`config.mk`:
```
export PLATFORM = sky130hd
export DESIGN_NAME = crc_seq_ctrl
export DESIGN_NICKNAME = d
export VERILOG_FILES = /design/src/rtl/crc_seq_ctrl_pkg.sv /design/src/rtl/crc_seq_ctrl_reflect.sv /design/src/rtl/crc_seq_ctrl.sv
export SDC_FILE = /design/constraint.sdc
export NUM_CORES = 1
export LEC_CHECK = 0
export CAP_MARGIN = 40
export CELL_PAD_IN_SITES_DETAIL_PLACEMENT = 0
export CELL_PAD_IN_SITES_GLOBAL_PLACEMENT = 1
export CORE_ASPECT_RATIO = 0.9
export CORE_MARGIN = 4
export CORE_UTILIZATION = 39
export DETAILED_ROUTE_END_ITERATION = 8
export GPL_TIMING_DRIVEN = 0
export PLACE_DENSITY = 0.74
export SLEW_MARGIN = 20
export SYNTH_ARGS = -nofsm -noshare
export SYNTH_HDL_FRONTEND = slang
export SYNTH_SLANG_ARGS = --single-unit
export TNS_END_PERCENT = 1
```
`constraint.sdc`:
```
create_clock -name clk -period 3.89 [get_ports clk]
set_input_delay 0.778 -clock clk [delete_from_list [all_inputs] [get_ports clk]]
set_output_delay 0.778 -clock clk [all_outputs]
set_load 0.05 [all_outputs]
```
`src/rtl/crc_seq_ctrl_pkg.sv`:
```
// rtl/crc_seq_ctrl_pkg.sv - shared state and engine command encodings for the CRC sequencer
package crc_seq_ctrl_pkg;

    typedef enum logic [2:0] {
        ST_IDLE   = 3'd0,
        ST_LOAD   = 3'd1,
        ST_ACCEPT = 3'd2,
        ST_SHIFT  = 3'd3,
        ST_FINAL  = 3'd4,
        ST_DONE   = 3'd5
    } state_t;

    localparam logic [1:0] CMD_HOLD  = 2'b00;
    localparam logic [1:0] CMD_SHIFT = 2'b01;
    localparam logic [1:0] CMD_LOAD  = 2'b10;

endpackage

```
`src/rtl/crc_seq_ctrl_reflect.sv`:
```
// rtl/crc_seq_ctrl_reflect.sv - width-aware bit reverse, XOR-out and mask of the engine register
module crc_reflect #(
    parameter int MAX_BITS = 64,
    parameter int WBITS    = 6
) (
    input  logic [MAX_BITS-1:0] value,
    input  logic [WBITS-1:0]    width,
    input  logic                rev_en,
    input  logic [MAX_BITS-1:0] xor_mask,
    output logic [MAX_BITS-1:0] result
);

    logic [MAX_BITS-1:0] rev;
    logic [MAX_BITS-1:0] mask;

    // Only bits [width:0] carry the CRC; reversal mirrors around that window.
    always_comb begin
        rev  = '0;
        mask = '0;
        for (int i = 0; i < MAX_BITS; i++) begin
            if (i <= int'(width)) begin
                mask[i] = 1'b1;
                rev[i]  = value[WBITS'(int'(width) - i)];
            end
        end
        result = ((rev_en ? rev : value) ^ xor_mask) & mask;
    end

endmodule

```
`src/rtl/crc_seq_ctrl.sv`:
```
// rtl/crc_seq_ctrl.sv - byte-stream sequencer driving a bit-serial LFSR CRC engine
module crc_seq_ctrl
    import crc_seq_ctrl_pkg::*;
#(
    parameter int MAX_BITS = 64,
    parameter int WBITS    = 6
) (
    input  logic                clk,
    input  logic                rst,
    input  logic                start,
    input  logic [WBITS-1:0]    cfg_width,
    input  logic                cfg_refin,
    input  logic                cfg_refout,
    input  logic [MAX_BITS-1:0] cfg_xorout,
    input  logic                in_valid,
    output logic                in_ready,
    input  logic [7:0]          in_data,
    input  logic                in_last,
    output logic                lfsr_load,
    output logic                lfsr_shift,
    output logic                lfsr_data,
    output logic [WBITS-1:0]    lfsr_width,
    input  logic [MAX_BITS-1:0] lfsr_value,
    output logic                crc_valid,
    input  logic                crc_ack,
    output logic [MAX_BITS-1:0] crc_out,
    output logic                busy
);

    state_t              state_q;
    state_t              state_d;
    logic [1:0]          cmd;
    logic [2:0]          cnt_q;
    logic [7:0]          byte_q;
    logic                last_q;
    logic [WBITS-1:0]    width_q;
    logic                refin_q;
    logic                refout_q;
    logic [MAX_BITS-1:0] xorout_q;
    logic [MAX_BITS-1:0] crc_q;
    logic [MAX_BITS-1:0] crc_d;

    always_ff @(posedge clk) begin
        if (rst) begin
            state_q <= ST_IDLE;
        end else begin
            state_q <= state_d;
        end
    end

    always_comb begin
        state_d   = state_q;
        cmd       = CMD_HOLD;
        in_ready  = 1'b0;
        crc_valid = 1'b0;
        busy      = 1'b1;
        case (state_q)
            ST_IDLE: begin
                busy = 1'b0;
            end
            ST_LOAD: begin
                cmd     = CMD_LOAD;
                state_d = ST_ACCEPT;
            end
            ST_ACCEPT: begin
                // A restart in the same cycle must not look like a consumed byte.
                in_ready = !start;
                if (in_valid) begin
                    state_d = ST_SHIFT;
                end
            end
            ST_SHIFT: begin
                cmd = CMD_SHIFT;
                if (cnt_q == 3'd7) begin
                    state_d = last_q ? ST_FINAL : ST_ACCEPT;
                end
            end
            ST_FINAL: begin
                state_d = ST_DONE;
            end
            ST_DONE: begin
                busy      = 1'b0;
                crc_valid = 1'b1;
                if (crc_ack) begin
                    state_d = ST_IDLE;
                end
            end
            default: begin
                state_d = ST_IDLE;
            end
        endcase
        if (start) begin
            state_d = ST_LOAD;
        end
    end

    always_ff @(posedge clk) begin
        if (rst) begin
            cnt_q    <= '0;
            byte_q   <= '0;
            last_q   <= 1'b0;
            width_q  <= '0;
            refin_q  <= 1'b0;
            refout_q <= 1'b0;
            xorout_q <= '0;
            crc_q    <= '0;
        end else begin
            if (start) begin
                width_q  <= cfg_width;
                refin_q  <= cfg_refin;
                refout_q <= cfg_refout;
                xorout_q <= cfg_xorout;
            end
            if (state_q == ST_ACCEPT && in_valid && !start) begin
                byte_q <= in_data;
                last_q <= in_last;
                cnt_q  <= '0;
            end
            if (state_q == ST_SHIFT) begin
                cnt_q <= cnt_q + 3'd1;
            end
            if (state_q == ST_FINAL && !start) begin
                crc_q <= crc_d;
            end
        end
    end

    crc_reflect #(
        .MAX_BITS (MAX_BITS),
        .WBITS    (WBITS)
    ) u_reflect (
        .value    (lfsr_value),
        .width    (width_q),
        .rev_en   (refout_q),
        .xor_mask (xorout_q),
        .result   (crc_d)
    );

    assign lfsr_load  = (cmd == CMD_LOAD);
    assign lfsr_shift = (cmd == CMD_SHIFT);
    assign lfsr_data  = (state_q == ST_SHIFT) &&
                        (refin_q ? byte_q[cnt_q] : byte_q[3'd7 - cnt_q]);
    assign lfsr_width = width_q;
    assign crc_out    = crc_q;

endmodule

```
==> metrics, run 1 <==
final setup margin=-64.6 ps; worst path required time=4210 ps; peak supply drop=0.264 mV; # Max-Cap Violations=0; Layout Nets=1912; pwr dens=320 nW/µm²; CP top delay family=buffers and inverters; Area Growth Syn to Fin=30.3%; Compound-Gate Fraction of Synth Area=0.115; critical path class=flip-flop to flip-flop; skew final=17.4 ps; Starting DRT DRC Count=2191; Post-DRT Antenna Nets=0; FFs w/ async S/R, synth=0; die area=41000 µm²; status=finished, violations left; critical path's slowest cell=mux4_2; initial antenna violation count=2; # DRC=0; crit path launch=lfsr_width[2]$_SDFFE_PP0P_; routability cong.=0.995; Rows=67; Arrival @ worst endpoint=4270 ps; first-pass GRT wire length=104000 µm; Highest Clock Rate=0.253 GHz; CTS H-tree depth=4; met2 WL=31500 µm; yosys warns=0; post-synthesis cell count=1457; Initial Util=0.395; final hold slack=457 ps; core area=37300 µm²; CP Cell Sequence=buf_6 -> inv_2 -> ha_1 -> clkbuf_1 -> nand2_1 -> xnor2_1 -> mux4_2 -> nor2_1 -> nor3_1 -> a221o_1; Horiz. Die Dim=213 µm; Leak=7.01 nW; worst skew pair latency=440 ps; post-synth net total=1633; WP buf/inv=3; largest net degree at the start of global routing=17; total negative setup slack=-258 ps; Worst Path Max Fanout=15; post-DP HPWL=55600 µm; Num CTS Buffers=17; cts hold-fix bufs=0; Slew Limit Headroom=0.376; Final Max Slew Viols=0; Highest Signal Layer=met5; port bufs=223; vias in the first global route=14400; adder-cell share of the synthesized area=0.0221; total gr overflow=0; Fin. Hold Viols=0; Cell Area, Synth=14800 µm²; simple-gate area share of the yosys netlist=0.110; Post-Route M1 WL=28300 µm; placed cell area=17700 µm²; Vias per Instance=6.79; EDFF count, synth=0; share of cells above drive strength 1=0.228; Top FF cell, synth=dfxtp_1; fin crit share=1.02; clock slew at reported path FFs=70 ps; syn avg cell area=10.1 µm²; combinational family with the most area after synthesis=multiplexers; die height=192 µm; post-route cell area=19200 µm²; register bit total from synthesis=151; CTS tree=yes; I/O pins=226; XOR/XNOR share of the synthesized area=0.0655; total number of vias=15200; Tightest Hold Check Type=flip-flop to flip-flop; start point of the worst hold path=crc_out[39]$_SDFFE_PP0P_; CTS max path bufs=2; sequential fraction of the synthesis area=0.205; GRT Total Usage=0.355; final wirelength=74700 µm; multiplexer share of the synthesized area=0.441; number of library cell types mapped by synthesis=66; crit path time final=3950 ps; commonest non-fill, non-tap cell in the layout=clkdlybuf4s50_1; drt pass-1 iters=7; clock root cell=clkbuf_16; crit path launch type=flip-flop; Setup violations, final=7; Setup crit end kind=flip-flop; slowest stage delay, CP=700 ps; met3 wire length=9860 µm; failing checks=setup timing; Crit Reg-Reg Startpoint=lfsr_width[2]$_SDFFE_PP0P_; WL per Instance=33.4 µm; RSZ-0062 raised after global routing=yes; Clock Sinks=151; Slew @ Worst Pin=936 ps; most frequent cells in the layout=clkdlybuf4s50_1, mux4_2, mux2i_1
[metrics by stage]
step | utilization | cells | power [mW] | worst slack (ps)
3_3_place_gp | 0.472 | 2163 | 4.25 | -1390
4_1_cts | 0.507 | 2217 | 6.02 | -37.4
6_report | 0.515 | 2239 | 6.16 | -64.6
2_1_floorplan | - | 1457 | 3.38 | 2.37
5_1_grt | 0.515 | 2232 | 6.35 | -146
3_5_place_dp | 0.474 | 2171 | 4.29 | -1460
[layer usage]
layer / track usage / vias up
met2: 0.516 / 1230
met1: 0.464 / 7458
met4: 0.185 / 2
met3: 0.128 / 331
met5: 0.0123 / -
li1: - / 6190
[path summary, 6_finish.rpt]
| path | end | cells after the start | slack (ps) |
|---|---|---|---|
| max | crc_out[51]$_SDFFE_PP0P_ | 10 | -60 |
| min | crc_out[39]$_SDFFE_PP0P_ | 2 | 460 |
| max reg2reg | crc_out[51]$_SDFFE_PP0P_ | 10 | -60 |
| min reg2reg | crc_out[39]$_SDFFE_PP0P_ | 2 | 460 |
[where the power goes]
part           total, mW  internal [mW]  switching [mW]
registers           1.65           1.59          0.0538
clock network       1.55          0.855           0.699
logic               2.96           1.34            1.61
[synth_stat cells, drive strengths merged, types with 4 or more instances]
cell type / instances / area share
a211oi: 12 / 0.0061
a21o: 8 / 0.0041
a21oi: 94 / 0.032
a221o: 4 / 0.0027
a221oi: 10 / 0.0059
a22o: 6 / 0.0036
a22oi: 10 / 0.0051
a31oi: 14 / 0.0059
a32o: 9 / 0.0061
a32oi: 6 / 0.0036
and2: 7 / 0.0030
and3: 6 / 0.0025
buf: 51 / 0.018
clkbuf: 71 / 0.018
dfxtp: 151 / 0.20
ha: 26 / 0.022
inv: 22 / 0.0056
mux2: 27 / 0.021
mux2i: 203 / 0.14
mux4: 185 / 0.28
nand2: 124 / 0.032
nand2b: 5 / 0.0021
nand3: 19 / 0.0064
nand3b: 10 / 0.0051
nor2: 122 / 0.031
nor2b: 14 / 0.0059
nor3: 21 / 0.0071
nor3b: 9 / 0.0046
nor4b: 6 / 0.0036
o21ai: 33 / 0.011
o221ai: 6 / 0.0036
o31ai: 28 / 0.014
xnor2: 72 / 0.045
xor2: 34 / 0.020
[area by class of cell]
type	count	area [µm²]
clock buffer	19	453
clock inverter	13	97.6
buffer	121	752
tap	483	604
multi-input combinational	1165	11600
sequential	151	3030
inverter	23	103
fill	3426	18100
antenna	7	17.5
timing repair buffer	257	2520
[worst register-to-register path, delay by kind of cell (launching register included)]
family / cells / cell delay, ps
buf+inv: 3 / 990
mux: 1 / 700
xor+xnor: 1 / 660
simple gates: 3 / 630
flops: 1 / 400
compound gates: 1 / 250
fa+ha+maj: 1 / 210
[flip-flops by register name, indices dropped and copies added (netlist names)]
signal	count
refout_q	1
cnt_q	3
crc_out	64
state_q	3
byte_q	8
refin_q	1
lfsr_width	6
xorout_q	64
last_q	1
[cells by family after synthesis]
logic type,after synthesis
multiplexers,415
flip-flops,151
AO/OA/AOI/OAI,259
XOR/XNOR,106
AND/OR/NAND/NOR,355
adder cells (fa/ha/maj),26
buffers and inverters,145
[what timing repair did]
action	CTS	global route
setup buffers	10	4
endpoints found under the setup margin	48	43
gates resized for setup	109	53
gates cloned	4	0
pin swaps	4	5
Power figures use the tool's default switching activity.
==> run 2: changes to the inputs <==
ABC_AREA = 1   (was not set)
CORE_UTILIZATION = 34   (was 39)
PLACE_DENSITY = 0.75   (was 0.74)
==> metrics, run 2 <==
initial antenna violation count=3; R2R Setup Slk=-140 ps; I/O pins=226; Placement Setup Slack=-406 ps; Slew Limit Headroom=0.353; worst skew pair latency=460 ps; # Max-Cap Violations=0; Switching Share=0.442; peak supply drop=0.258 mV; Hold Path Sink=crc_out[21]$_SDFFE_PP0P_; final wirelength=90600 µm; first-pass GRT wire length=125000 µm; clock root cell=clkbuf_16; die height=197 µm; R2R Path End=crc_out[37]$_SDFFE_PP0P_; most frequent cells in the layout=nand3_1, nand2_1, clkdlybuf4s50_1; post-synth top area share=0.289; Comb pwr share=0.438; share of cells above drive strength 1=0.0504; Rows=68; die area=42800 µm²; total negative setup slack=-334 ps; leading area contributor after synthesis=nand3_1; final core occ=0.443; largest net degree at the start of global routing=17; Layout Nets=2762; FFs w/ async S/R, synth=0; RSZ-0062 raised after global routing=yes; Synth area leaders=nand3_1, dfxtp_1, nand2_1; Post-DRT Antenna Nets=0; post-synthesis cell count=2334; Initial Util=0.348; Clock power frac=0.291; Leak=7.18 nW; worst r2r path cells=16; total chip power=6.12 mW; total number of vias=19100; clock slew at reported path FFs=70 ps; synth cell count leaders=nand3_1, nand2_1, nor2_1; EDFF count, synth=0; post-DP HPWL=76200 µm; skew final=9.89 ps; status=finished, violations left; area occupied by multi-input gates=9360 µm²; Starting DRT DRC Count=2807; Setup crit end kind=flip-flop; Horiz. Die Dim=218 µm; critical path class=flip-flop to flip-flop; Setup violations, final=6; number of library cell types mapped by synthesis=37; crit path launch type=flip-flop; # DRC=0; syn avg cell area=5.76 µm²; post-synth net total=2510; register bit total from synthesis=151; crit path time final=4030 ps; FILL cells=4179; cts hold-fix bufs=0; drt pass-1 iters=6; cell with the most instances after synthesis=nand3_1; core area=38700 µm²; Arrival @ worst endpoint=4420 ps; Highest Clock Rate=0.248 GHz; port bufs=224; commonest non-fill, non-tap cell in the layout=nand3_1; Reg area=3030 µm²; final setup margin=-139 ps; vias in the first global route=17400; GRT Total Usage=0.407; Cell Area, Synth=13500 µm²; DP Cell Count=3093; yosys warns=0; Slew @ Worst Pin=970 ps; Worst Path Max Fanout=8; Final Max Slew Viols=0; WL per Instance=29.0 µm; Pint=3.41 mW; CTS H-tree depth=4; Seq pwr share=0.271; hold path cells=2; routability cong.=1.12; pwr dens=357 nW/µm²; Tightest Hold Check Type=flip-flop to flip-flop; Crit Reg-Reg Startpoint=lfsr_width[3]$_SDFFE_PP0P_; Area Growth Syn to Fin=27.5%; non-filler instance count after layout=3126; Vias per Instance=6.11; CTS max path bufs=2; Top FF cell, synth=dfxtp_1; failing checks=setup timing; Num CTS Buffers=17; start point of the worst hold path=crc_out[21]$_SDFFE_PP0P_; total gr overflow=0; CTS tree=yes; Clock Sinks=151; Fin. Hold Viols=0; sequential fraction of the synthesis area=0.225; fin crit share=1.04; P_sw=2.71 mW; worst path required time=4280 ps
run 2: power groups by stage:
stage	registers, mW	logic, mW	clock network, mW
after floorplan	1.71	1.48	0
after global placement	1.69	2.53	0
after detailed placement	1.69	2.54	0
after CTS	1.66	2.55	1.79
after global routing	1.67	2.82	1.85
final	1.66	2.68	1.78
run 2: routing by layer:
| layer | wire length [µm] | track usage |
|---|---|---|
| met1 | 37500 | 0.565 |
| met2 | 36700 | 0.590 |
| met3 | 11200 | 0.0997 |
| met4 | 5170 | 0.195 |
| met5 | 10 | 0 |
run 2: kinds of logic after synthesis:
| logic type | after synthesis | synth area share |
|---|---|---|
| XOR/XNOR | 47 | 0.0353 |
| flip-flops | 151 | 0.225 |
| adder cells (fa/ha/maj) | 26 | 0.0242 |
| AO/OA/AOI/OAI | 331 | 0.130 |
| AND/OR/NAND/NOR | 1491 | 0.501 |
| buffers and inverters | 288 | 0.0846 |
run 2: final cells by class:
cell class | instances | share of cell area
Antenna cell | 3 | 0.000438
Buffer | 120 | 0.0301
Clock buffer | 19 | 0.0258
Clock inverter | 12 | 0.00977
Inverter | 167 | 0.0368
Multi-Input combinational cell | 1895 | 0.546
Sequential cell | 151 | 0.177
Tap cell | 525 | 0.0383
Timing Repair Buffer | 234 | 0.137
run 2: repair_timing:
action                     in CTS  in global routing
buffers inserted                0                  0
gates resized for setup         7                 15
setup endpoints to repair      19                 42
run 2: worst max path at each step:
stage,slack (ps),endpoint,start
finish,-140,crc_out[37]$_SDFFE_PP0P_,lfsr_width[3]$_SDFFE_PP0P_
global route,-190,crc_out[37]$_SDFFE_PP0P_,lfsr_width[3]$_SDFFE_PP0P_
CTS,30,crc_out[5]$_SDFFE_PP0P_,lfsr_width[0]$_SDFFE_PP0P_
detailed placement,-410,crc_out[2]$_SDFFE_PP0P_,lfsr_width[2]$_SDFFE_PP0P_
global placement,-440,crc_out[2]$_SDFFE_PP0P_,lfsr_width[3]$_SDFFE_PP0P_
floorplan,370,lfsr_data,state_q[0]$_SDFFE_PP0P_
run 2: per-stage QoR:
stage | instance area (µm²) | hold slack (ps)
2_1_floorplan | 13500 | 441
3_3_place_gp | 16400 | 452
3_5_place_dp | 16500 | 455
4_1_cts | 17100 | 465
5_1_grt | 17100 | 483
6_report | 17200 | 462
run 2: critical path, stage by stage, from the launching register on:
cell	delay (ps)
dfxtp_1	430
inv_2	380
clkbuf_1	440
buf_6	230
ha_1	290
inv_1	190
nor2_1	320
inv_1	160
o21ai_0	170
inv_1	90
nor2_1	380
nand3_1	400
nand2_1	140
nand2_1	60
nand2_1	50
nand2_1	60
a21oi_1	120
==> patch: new RTL, flow settings as in run 2 <==
Re-encode `state_t` (6 states) as one-hot, 6 bits wide.
--- a/src/rtl/crc_seq_ctrl_pkg.sv
+++ b/src/rtl/crc_seq_ctrl_pkg.sv
@@ -1,13 +1,13 @@
 // rtl/crc_seq_ctrl_pkg.sv - shared state and engine command encodings for the CRC sequencer
 package crc_seq_ctrl_pkg;
 
-    typedef enum logic [2:0] {
-        ST_IDLE   = 3'd0,
-        ST_LOAD   = 3'd1,
-        ST_ACCEPT = 3'd2,
-        ST_SHIFT  = 3'd3,
-        ST_FINAL  = 3'd4,
-        ST_DONE   = 3'd5
+    typedef enum logic [5:0] {
+        ST_IDLE   = 6'b000001,
+        ST_LOAD   = 6'b000010,
+        ST_ACCEPT = 6'b000100,
+        ST_SHIFT  = 6'b001000,
+        ST_FINAL  = 6'b010000,
+        ST_DONE   = 6'b100000
     } state_t;
 
     localparam logic [1:0] CMD_HOLD  = 2'b00;
Function: no difference found for any inputs over 4 cycles, from zero or initial values and one cycle with rst high; so few cycles prove little.
==> patch against run 2 <==
The run still ends with negative setup slack left; core utilization decreased by 0.55 points; sequential cell count grew 3; routed wire length down 0.26%; worst setup slack improved by 0.074 ns; power shrank 1.0%; design area grew 1.3%; die area is 2.3% higher; area after synthesis grew 2.4%; worst hold slack better by 0.0011 ns; highest routed layer unchanged.
==> patch: results (changes against run 2) <==
Cells and area
  – Layout cells sized above 1: 0.0541 (was 0.0504)
  – Fillers: 4,314 (was 4,179)
  – Fin nets: 2,771 (was 2,762)
  – Diode count: 0 (was 3)

Worst hold path
  – Hold crit path type: register to register (unchanged)

Place
  – Post-Place Cells: 3,107 (was 3,093)
  – Hpwl dp: 75,700 um (was 76,200 um)
  – Routability cong.: 1.14 (was 1.12)
  – Number of I/O port buffers: 223 (was 224)
  – Placed Area: 16,700 um2 (was 16,500 um2)

Synthesis
  – Primary FF master, synth: dfxtp_1 (unchanged)
  – Seq cells post-synth: 154 (was 151)
  – Proportion of synthesized area in mux cells: 0 (unchanged)
  – Synth area leaders: nand3_1 28%, dfxtp_1 22%, nand2_1 12%, nor2_1 7.4%, o21ai_0 4.8% (was nand3_1 29%, dfxtp_1 22%, nand2_1 13%, a21oi_1 5.7%, nor2_1 5.6%)
  – Post-synthesis xor/xnor area fraction: 0.0398 (was 0.0353)
  – Syn_nets: 2,528 (was 2,510)
  – Syn Inst Count: 2,352 (was 2,334)
  – Synth Area in Compound Gates: 0.114 (was 0.130)
  – Adder-cell share of the synthesized area: 0.0236 (was 0.0242)
  – Netlist cell types: 47 (was 37)
  – Seq/Total Area, Yosys: 0.224 (was 0.225)
  – Top post-synthesis cells by count: 762 x nand3_1, 454 x nand2_1, 272 x nor2_1, 154 x dfxtp_1, 133 x o21ai_0 (was 778 x nand3_1, 459 x nand2_1, 201 x nor2_1, 154 x a21oi_1)

Drt
  – WL final: 90,400 um (was 90,600 um)
  – Vias: 19,000 (was 19,100)
  – First DRT Iteration DRCs: 2,644 (was 2,807)
  – Average wire per standard cell: 28.8 um (was 29.0 um)
  – DRT Pass-1 Iters: 6 (unchanged)

Critical path
  – Worst path arrival time: 4.33 ns (was 4.42 ns)
  – R2R cell count: 15 (was 16)
  – Critical path peak fanout: 15 (was 8)

Global routing
  – All-Layer GR Usage: 0.401 (was 0.407)
  – Initial antenna violation count: 0 (was 3)
  – Vias in the first global route: 17,800 (was 17,400)
  – First-pass GRT wire length: 125,000 um (about the same)
  – Pin count of the biggest net entering global routing: 18 (was 17)

Power
  – Max VDD drop: 322 uV (was 258 uV)
  – LEAKAGE: 7.27 nW (was 7.18 nW)

STA
  – Final setup fails: 1 (was 6)
  – Slew margin rel.: 0.385 (was 0.353)
  – Final Skew: 0.0150 ns (was 0.00989 ns)
  – Setup ws final: -0.0654 ns (was -0.139 ns)

Outcome
  – Status: complete, but fails checks (unchanged)
  – Failing checks: negative setup slack (unchanged)

CTS
  – Htree depth: 4 (unchanged)
  – TritonCTS buffer count: 17 (unchanged)
[patch: changes by cell type in the layout (fill, tap and decap cells not counted), moves of 4 or more]
cell      change
nor2_1       +71
a21oi_1      -35
inv_1        -25
nand3b_1     +25
nand3_1      -18
clkbuf_1      -9
dfxtp_1       +5
nand2_1       -5
buf_2         -4
buf_6         +4
inv_6         +4
nor3_1        -4
xor2_2        -4
[patch: power by group]
part           switching, mW  internal (mW)
clock network          0.799          0.981
logic                   1.83          0.762
registers             0.0602           1.63
[patch: metal layers]
metal	share of wire	global-route usage
met5	0.00085	0.0122
met4	0.075	0.250
met3	0.12	0.113
met2	0.40	0.576
met1	0.41	0.528
[patch: area by class of cell]
class                           count  area, um2  area share
Multi-Input combinational cell   1934       9620       0.554
Sequential cell                   154       3090       0.178
Timing Repair Buffer              225       2250       0.130
Tap cell                          532        666      0.0383
Buffer                            121        591      0.0340
Inverter                          142        542      0.0312
Clock buffer                       17        425      0.0245
Clock inverter                     15        195      0.0112
[patch: cell families (layout without fill, tap and decap cells)]
logic type               count (synthesis)  count (layout)
flip-flops                             154             154
XOR/XNOR                                48              48
buffers and inverters                  264             520
AND/OR/NAND/NOR                       1568            1568
AO/OA/AOI/OAI                          292             292
adder cells (fa/ha/maj)                 26              26
[patch: worst max-delay path: stages (launching register included)]
cell and delay [ns]:
dfxtp_1 0.41, buf_6 0.24, inv_6 0.22, buf_2 0.43, ha_1 0.23, clkbuf_1 0.46, inv_1 0.17, a21oi_1 0.27
inv_1 0.11, a21oi_1 0.43, nor2_1 0.17, nand3_1 0.34, nand2_1 0.10, nand2_1 0.07, nand3_1 0.08, a21oi_1 0.12
[patch: timing repair]
action	in CTS	in global routing
endpoints found under the hold margin	0	0
gates resized for setup	3	20
endpoints found under the setup margin	29	30
[patch: through the flow]
| step | hold slack, ns | setup WS (ns) | TNS [ns] |
|---|---|---|---|
| after floorplan | 0.442 | 0.379 | 0 |
| after CTS | 0.467 | 0.00932 | 0 |
| after global placement | 0.454 | -0.380 | -3.80 |
| after detailed placement | 0.456 | -0.324 | -2.11 |
| after global routing | 0.483 | -0.0924 | -0.0924 |
| final | 0.463 | -0.0654 | -0.0654 |
[patch: worst paths after layout]
| path | start | endpoint | slack, ns |
|---|---|---|---|
| max | lfsr_width[3] | crc_out[20] | -0.07 |
| min | crc_out[22] | crc_out[22] | 0.46 |
| max reg2reg | lfsr_width[3] | crc_out[20] | -0.07 |
| min reg2reg | crc_out[22] | crc_out[22] | 0.46 |
